<file path="src/rtl/booth_radix4_seq_mult_if.sv">
// Operand/result bundle between the ALU control unit (master) and the
// radix-4 Booth multiplier (slave).
interface booth_radix4_seq_mult_if #(
   parameter int WIDTH = 32
) ();
   logic                 start;
   logic                 signed_mode;
   logic [WIDTH-1:0]     multiplicand;
   logic [WIDTH-1:0]     multiplier;
   logic                 busy;
   logic                 done;
   logic [2*WIDTH-1:0]   product;

   modport master (
      output start, signed_mode, multiplicand, multiplier,
      input  busy, done, product
   );

   modport slave (
      input  start, signed_mode, multiplicand, multiplier,
      output busy, done, product
   );
endinterface

</file>
<file path="src/rtl/booth_radix4_seq_mult.sv">
// Sequential radix-4 Booth multiplier: one digit per clock, exact 2*WIDTH product.
// Optional early termination when the remaining digits are all zero: define BOOTH_EARLY_TERM_EN.
module booth_radix4_seq_mult #(
   parameter int WIDTH = 32
) (
   input  logic                      clk,
   input  logic                      reset_n,
   booth_radix4_seq_mult_if.slave    bus
);
   localparam int XW = 2*WIDTH + 2;
   localparam int QW = WIDTH + 2;
   localparam int N  = WIDTH/2 + 1;
   localparam int CW = $clog2(N + 1);

   typedef enum logic [1:0] {
      ST_IDLE = 2'd0,
      ST_RUN  = 2'd1,
      ST_DONE = 2'd2
   } state_t;

   state_t               state_r;
   logic [XW-1:0]        acc_r;
   logic [XW-1:0]        mc_r;
   logic [QW-1:0]        mq_r;
   logic                 q_m1_r;
   logic [CW-1:0]        count_r;
   logic                 busy_r;
   logic                 done_r;
   logic [2*WIDTH-1:0]   product_r;

   logic [XW-1:0]        acc_nxt_s;
   logic [QW-1:0]        mq_nxt_s;
   logic [XW-1:0]        m_ext_s;
   logic [QW-1:0]        q_ext_s;
   logic                 last_s;
   logic                 finish_s;
`ifdef BOOTH_EARLY_TERM_EN
   logic                 all_eq_s;
`endif

   // Signed multiple of the multiplicand selected by one Booth digit {q1,q0,q_m1}.
   function automatic logic [XW-1:0] booth_addend(input logic [2:0] digit,
                                                  input logic [XW-1:0] mc);
      case (digit)
         3'b001, 3'b010: return mc;
         3'b011:         return mc << 1;
         3'b100:         return (~(mc << 1)) + {{(XW-1){1'b0}}, 1'b1};
         3'b101, 3'b110: return (~mc) + {{(XW-1){1'b0}}, 1'b1};
         default:        return {XW{1'b0}};
      endcase
   endfunction

   // Operand extension, next-step datapath and termination decision.
   always_comb begin
      m_ext_s   = {{(XW-WIDTH){bus.signed_mode & bus.multiplicand[WIDTH-1]}}, bus.multiplicand};
      q_ext_s   = {{2{bus.signed_mode & bus.multiplier[WIDTH-1]}}, bus.multiplier};
      acc_nxt_s = acc_r + booth_addend({mq_r[1:0], q_m1_r}, mc_r);
      mq_nxt_s  = {{2{mq_r[QW-1]}}, mq_r[QW-1:2]};
      last_s    = (count_r == CW'(N - 1));
`ifdef BOOTH_EARLY_TERM_EN
      // Remaining bits all equal to the new q_m1 means every later digit is zero.
      all_eq_s  = (mq_nxt_s == {QW{mq_r[1]}});
      finish_s  = last_s | all_eq_s;
`else
      finish_s  = last_s;
`endif
   end

   // Control FSM with registered busy/done/product and the Booth datapath registers.
   always_ff @(posedge clk or negedge reset_n) begin
      if (!reset_n) begin
         state_r   <= ST_IDLE;
         acc_r     <= {XW{1'b0}};
         mc_r      <= {XW{1'b0}};
         mq_r      <= {QW{1'b0}};
         q_m1_r    <= 1'b0;
         count_r   <= {CW{1'b0}};
         busy_r    <= 1'b0;
         done_r    <= 1'b0;
         product_r <= {(2*WIDTH){1'b0}};
      end else begin
         case (state_r)
            ST_IDLE, ST_DONE: begin
               if (bus.start) begin
                  state_r <= ST_RUN;
                  acc_r   <= {XW{1'b0}};
                  mc_r    <= m_ext_s;
                  mq_r    <= q_ext_s;
                  q_m1_r  <= 1'b0;
                  count_r <= {CW{1'b0}};
                  busy_r  <= 1'b1;
                  done_r  <= 1'b0;
               end else begin
                  state_r <= ST_IDLE;
                  busy_r  <= 1'b0;
                  done_r  <= 1'b0;
               end
            end
            ST_RUN: begin
               acc_r   <= acc_nxt_s;
               mc_r    <= mc_r << 2;
               mq_r    <= mq_nxt_s;
               q_m1_r  <= mq_r[1];
               count_r <= count_r + {{(CW-1){1'b0}}, 1'b1};
               if (finish_s) begin
                  state_r   <= ST_DONE;
                  busy_r    <= 1'b0;
                  done_r    <= 1'b1;
                  product_r <= acc_nxt_s[2*WIDTH-1:0];
               end else begin
                  state_r <= ST_RUN;
                  busy_r  <= 1'b1;
                  done_r  <= 1'b0;
               end
            end
            default: begin
               state_r <= ST_IDLE;
               busy_r  <= 1'b0;
               done_r  <= 1'b0;
            end
         endcase
      end
   end

   assign bus.busy    = busy_r;
   assign bus.done    = done_r;
   assign bus.product = product_r;
endmodule

</file>
<file path="src/flat_wrapper.sv">
// flat-port wrapper written by rule: the top's interface ports become plain ports
module booth_radix4_seq_mult_flat 
#(
   parameter int WIDTH = 32
)
  (clk, reset_n, bus_start, bus_signed_mode, bus_multiplicand, bus_multiplier, bus_busy, bus_done, bus_product);
  booth_radix4_seq_mult_if #(.WIDTH(WIDTH)) bus_i ();
  input  logic clk;
  input  logic reset_n;
  input wire logic [$bits(bus_i.start)-1:0] bus_start;
  input wire logic [$bits(bus_i.signed_mode)-1:0] bus_signed_mode;
  input wire logic [$bits(bus_i.multiplicand)-1:0] bus_multiplicand;
  input wire logic [$bits(bus_i.multiplier)-1:0] bus_multiplier;
  output wire logic [$bits(bus_i.busy)-1:0] bus_busy;
  output wire logic [$bits(bus_i.done)-1:0] bus_done;
  output wire logic [$bits(bus_i.product)-1:0] bus_product;
  assign bus_i.start = bus_start;
  assign bus_i.signed_mode = bus_signed_mode;
  assign bus_i.multiplicand = bus_multiplicand;
  assign bus_i.multiplier = bus_multiplier;
  assign bus_busy = bus_i.busy;
  assign bus_done = bus_i.done;
  assign bus_product = bus_i.product;
  booth_radix4_seq_mult #(.WIDTH(WIDTH)) u_core (.clk(clk), .reset_n(reset_n), .bus(bus_i));
endmodule
</file>
<file path="config.mk">
export PLATFORM = sky130hd
export DESIGN_NAME = booth_radix4_seq_mult_flat
export DESIGN_NICKNAME = d
export VERILOG_FILES = /design/src/rtl/booth_radix4_seq_mult_if.sv /design/src/rtl/booth_radix4_seq_mult.sv /design/src/flat_wrapper.sv
export SDC_FILE = /design/constraint.sdc
export NUM_CORES = 1
export LEC_CHECK = 0
export CAP_MARGIN = 20
export CELL_PAD_IN_SITES_DETAIL_PLACEMENT = 1
export CELL_PAD_IN_SITES_GLOBAL_PLACEMENT = 1
export CORE_UTILIZATION = 49
export DETAILED_ROUTE_END_ITERATION = 8
export GPL_TIMING_DRIVEN = 0
export PLACE_DENSITY = 0.89
export SYNTH_ARGS = -nofsm -noshare
export SYNTH_HDL_FRONTEND = slang
export SYNTH_SLANG_ARGS = --single-unit
</file>
<file path="constraint.sdc">
create_clock -name clk -period 9.4 [get_ports clk]
set_input_delay 1.88 -clock clk [delete_from_list [all_inputs] [get_ports clk]]
set_output_delay 1.88 -clock clk [all_outputs]
set_load 0.01 [all_outputs]
</file>
==> metrics <==
Max clock buf depth 3; setup bufs post-CTS 0; Async S/R FF share, synth 100%; port bufs 133; CTS sink cnt 234; Max-cap violations 0; I/O pin total 134; share of cells above drive strength 1 4.84%; skew final about 0.017 ns; RSZ-0062 raised after global routing no; clock root buffer clkbuf_16; Yosys reg bits roughly 230; FMAX 136 MHz; DRC viols 0; most frequent CP cell clkbuf_1; synth top area cells dfrtp_1, nand2_1, ha_1; Distinct cells, synth 75; row count 66; initial core utilization 50.1%; status completed; post-synth top area share 35.7%; pre-CTS setup slack between 2 and 2.5 ns; post-cts resize count 0; Critical Path Sink Type register; Post-synth top cells nand2_1, dfrtp_1, clkbuf_1, nor2_1, o21ai_0; most common cell in the netlist nand2_1; Placer Congestion between 0.9 and 1; Pre-antenna DRT Iters 7; GRT Total Usage between 40% and 50%; critical path type reg2reg; sequential share of the synthesized area 35.7%; DP HPWL 51000 µm; Post-synth EDFFs 0; CP Data Required Time 9.85 ns; n_diodes 0; slowest CP cell buf_1; core area 0.0328 mm²; endpoints failing setup 0; TritonCTS clock tree done; worst skew pair latency just under 0.6 ns; Post-Syn Area 0.0164 mm²; post-route ant nets 0; initial DRC count 1640; initial antenna violation count 0; Worst Max-Slew Pin Slew 1.22 ns; Final #Nets 2284; final worst slack approximately 2.1 ns; via count 17494; Synth Area per Inst 8.28 µm²; largest net degree at the start of global routing 100; Crit path buffers/inverters 4; grt total ovfl 0; Die X between 150 and 200 µm; FF-to-FF setup slack 2.07 ns; Syn Inst Count 1983; YS warnings 0; H-tree depth 1; Post-Syn Nets about 2100; period utilization 78.0%; hold bufs inserted after CTS 0; Die H 185 µm; CP startpoint kind register; via/cell ratio 6.70; Max stage delay on crit path 0.78 ns; WP data arrival around 8 ns; Slew Viols, Final 0; Layout Area Growth over Synthesis 17.4%; crit path cell chain clkbuf_1 -> clkbuf_1 -> clkbuf_1 -> buf_1 -> mux2i_1 -> o21ai_0 -> fa_1 -> a21o_1 -> a221oi_1 -> o211ai_1 -> o311a_1 -> o21ai_0 -> a31oi_1 -> a31oi_1 -> xnor2_1 -> mux2_2; total wire length 69400 µm; Filler cells 3973; top fanout value on the critical path 10; type of the most critical hold path reg2reg; Routed WL per cell 26.6 µm; post-synth top area cell dfrtp_1; ys flop type dfrtp_1; die area 0.0342 mm²; Fin. Hold Viols 0; CTS clk-pin slew, worst paths 0.07 ns; first-pass GRT wire length 105000 µm; CTS Buf Count 27; Largest delay share family, worst path compound AO/OA/AOI/OAI gates; vias in the first global route approximately 18000; Worst slew margin 18.6%; Period minus WS final between 7 and 8 ns
-- final timing paths --
check,from,endpoint,cells past startpoint
setup / recovery,u_core.mq_r[1]$_DFFE_PN0P_,u_core.bus.product[54]$_DFFE_PN0P_,16
hold reg to reg,u_core.mq_r[4]$_DFFE_PN0P_,u_core.mq_r[4]$_DFFE_PN0P_,2
setup reg to reg,u_core.mq_r[1]$_DFFE_PN0P_,u_core.bus.product[54]$_DFFE_PN0P_,16
min in group asynchronous,reset_n,u_core.bus.product[10]$_DFFE_PN0P_,1
hold / removal,u_core.mq_r[4]$_DFFE_PN0P_,u_core.mq_r[4]$_DFFE_PN0P_,2
max in group asynchronous,reset_n,u_core.mc_r[51]$_DFFE_PN0P_,2
-- through the flow --
stage	utilization [%]	instances	cell area, µm²	hold slack, ns	setup TNS [ns]
3_3_place_gp	55.8	2558	18300	0.457	-818.54
3_5_place_dp	56.1	2561	18400	0.467	0
4_1_cts	58.8	2610	19300	0.482	0
5_1_grt	58.8	2611	19300	0.500	0
6_report	58.8	2611	19300	0.478	0
2_1_floorplan	-	1983	16400	0.446	0
-- state kept, by name, summed over array words and instances, names as in the netlist --
register,count
u_core.acc_r,64
u_core.bus.done,1
u_core.bus.product,64
u_core.count_r,5
u_core.mc_r,64
u_core.mq_r,34
u_core.q_m1_r,1
u_core.state_r,1
-- cell type report --
| class | instances | area, µm² | share of cell area, % |
|---|---|---|---|
| Buffer | 173 | 662 | 3.43 |
| Inverter | 28 | 105 | 0.545 |
| Tap cell | 442 | 553 | 2.87 |
| Clock inverter | 14 | 131 | 0.682 |
| Multi-Input combinational cell | 1548 | 9800 | 50.8 |
| Sequential cell | 234 | 5860 | 30.4 |
| Clock buffer | 35 | 756 | 3.92 |
| Timing Repair Buffer | 137 | 1410 | 7.32 |
-- placed cells by master, fill, tap and decap left out, drive strengths merged, types with 12 or more instances in the layout --
cell,count
xor2,43
a21o,38
o21a,18
o21bai,15
xnor2,75
ha,66
a221o,37
clkdlybuf4s50,132
dfrtp,234
a22o,57
o21ai,113
nor3,35
a21oi,105
o221ai,12
nor2b,17
nand3,39
or3,33
a22oi,93
a221oi,19
nor2,119
nand2,373
inv,28
mux2,21
buf,27
nand4,33
o211ai,12
clkbuf,186
-- worst register-to-register path: stages (launching register included) --
cell      delay (ns)
dfrtp_1         0.35
clkbuf_1        0.50
clkbuf_1        0.44
clkbuf_1        0.69
buf_1           0.79
mux2i_1         0.27
o21ai_0         0.24
fa_1            0.54
a21o_1          0.20
a221oi_1        0.62
o211ai_1        0.34
o311a_1         0.41
o21ai_0         0.43
a31oi_1         0.33
a31oi_1         0.57
xnor2_1         0.20
mux2_2          0.30
-- cell families (layout without fill, tap and decap cells) --
family | Yosys count | in the layout | share of synthesized area, %
simple gates | 723 | 723 | 20.0
compound gates | 611 | 611 | 26.2
flops | 234 | 234 | 35.7
buf+inv | 201 | 387 | 4.67
xor+xnor | 118 | 118 | 6.29
fa+ha+maj | 67 | 67 | 5.15
mux | 29 | 29 | 2.00
-- per-layer routing --
metal,global-route usage [%],part of all wire (%)
met5,0,0
met4,24.6,6.9
met3,5.96,7.6
met2,66.0,46
met1,50.9,39
Power is left out: the tool's default activity adds up to more than one toggle a clock period on the data nets, which glitch-free logic cannot reach.
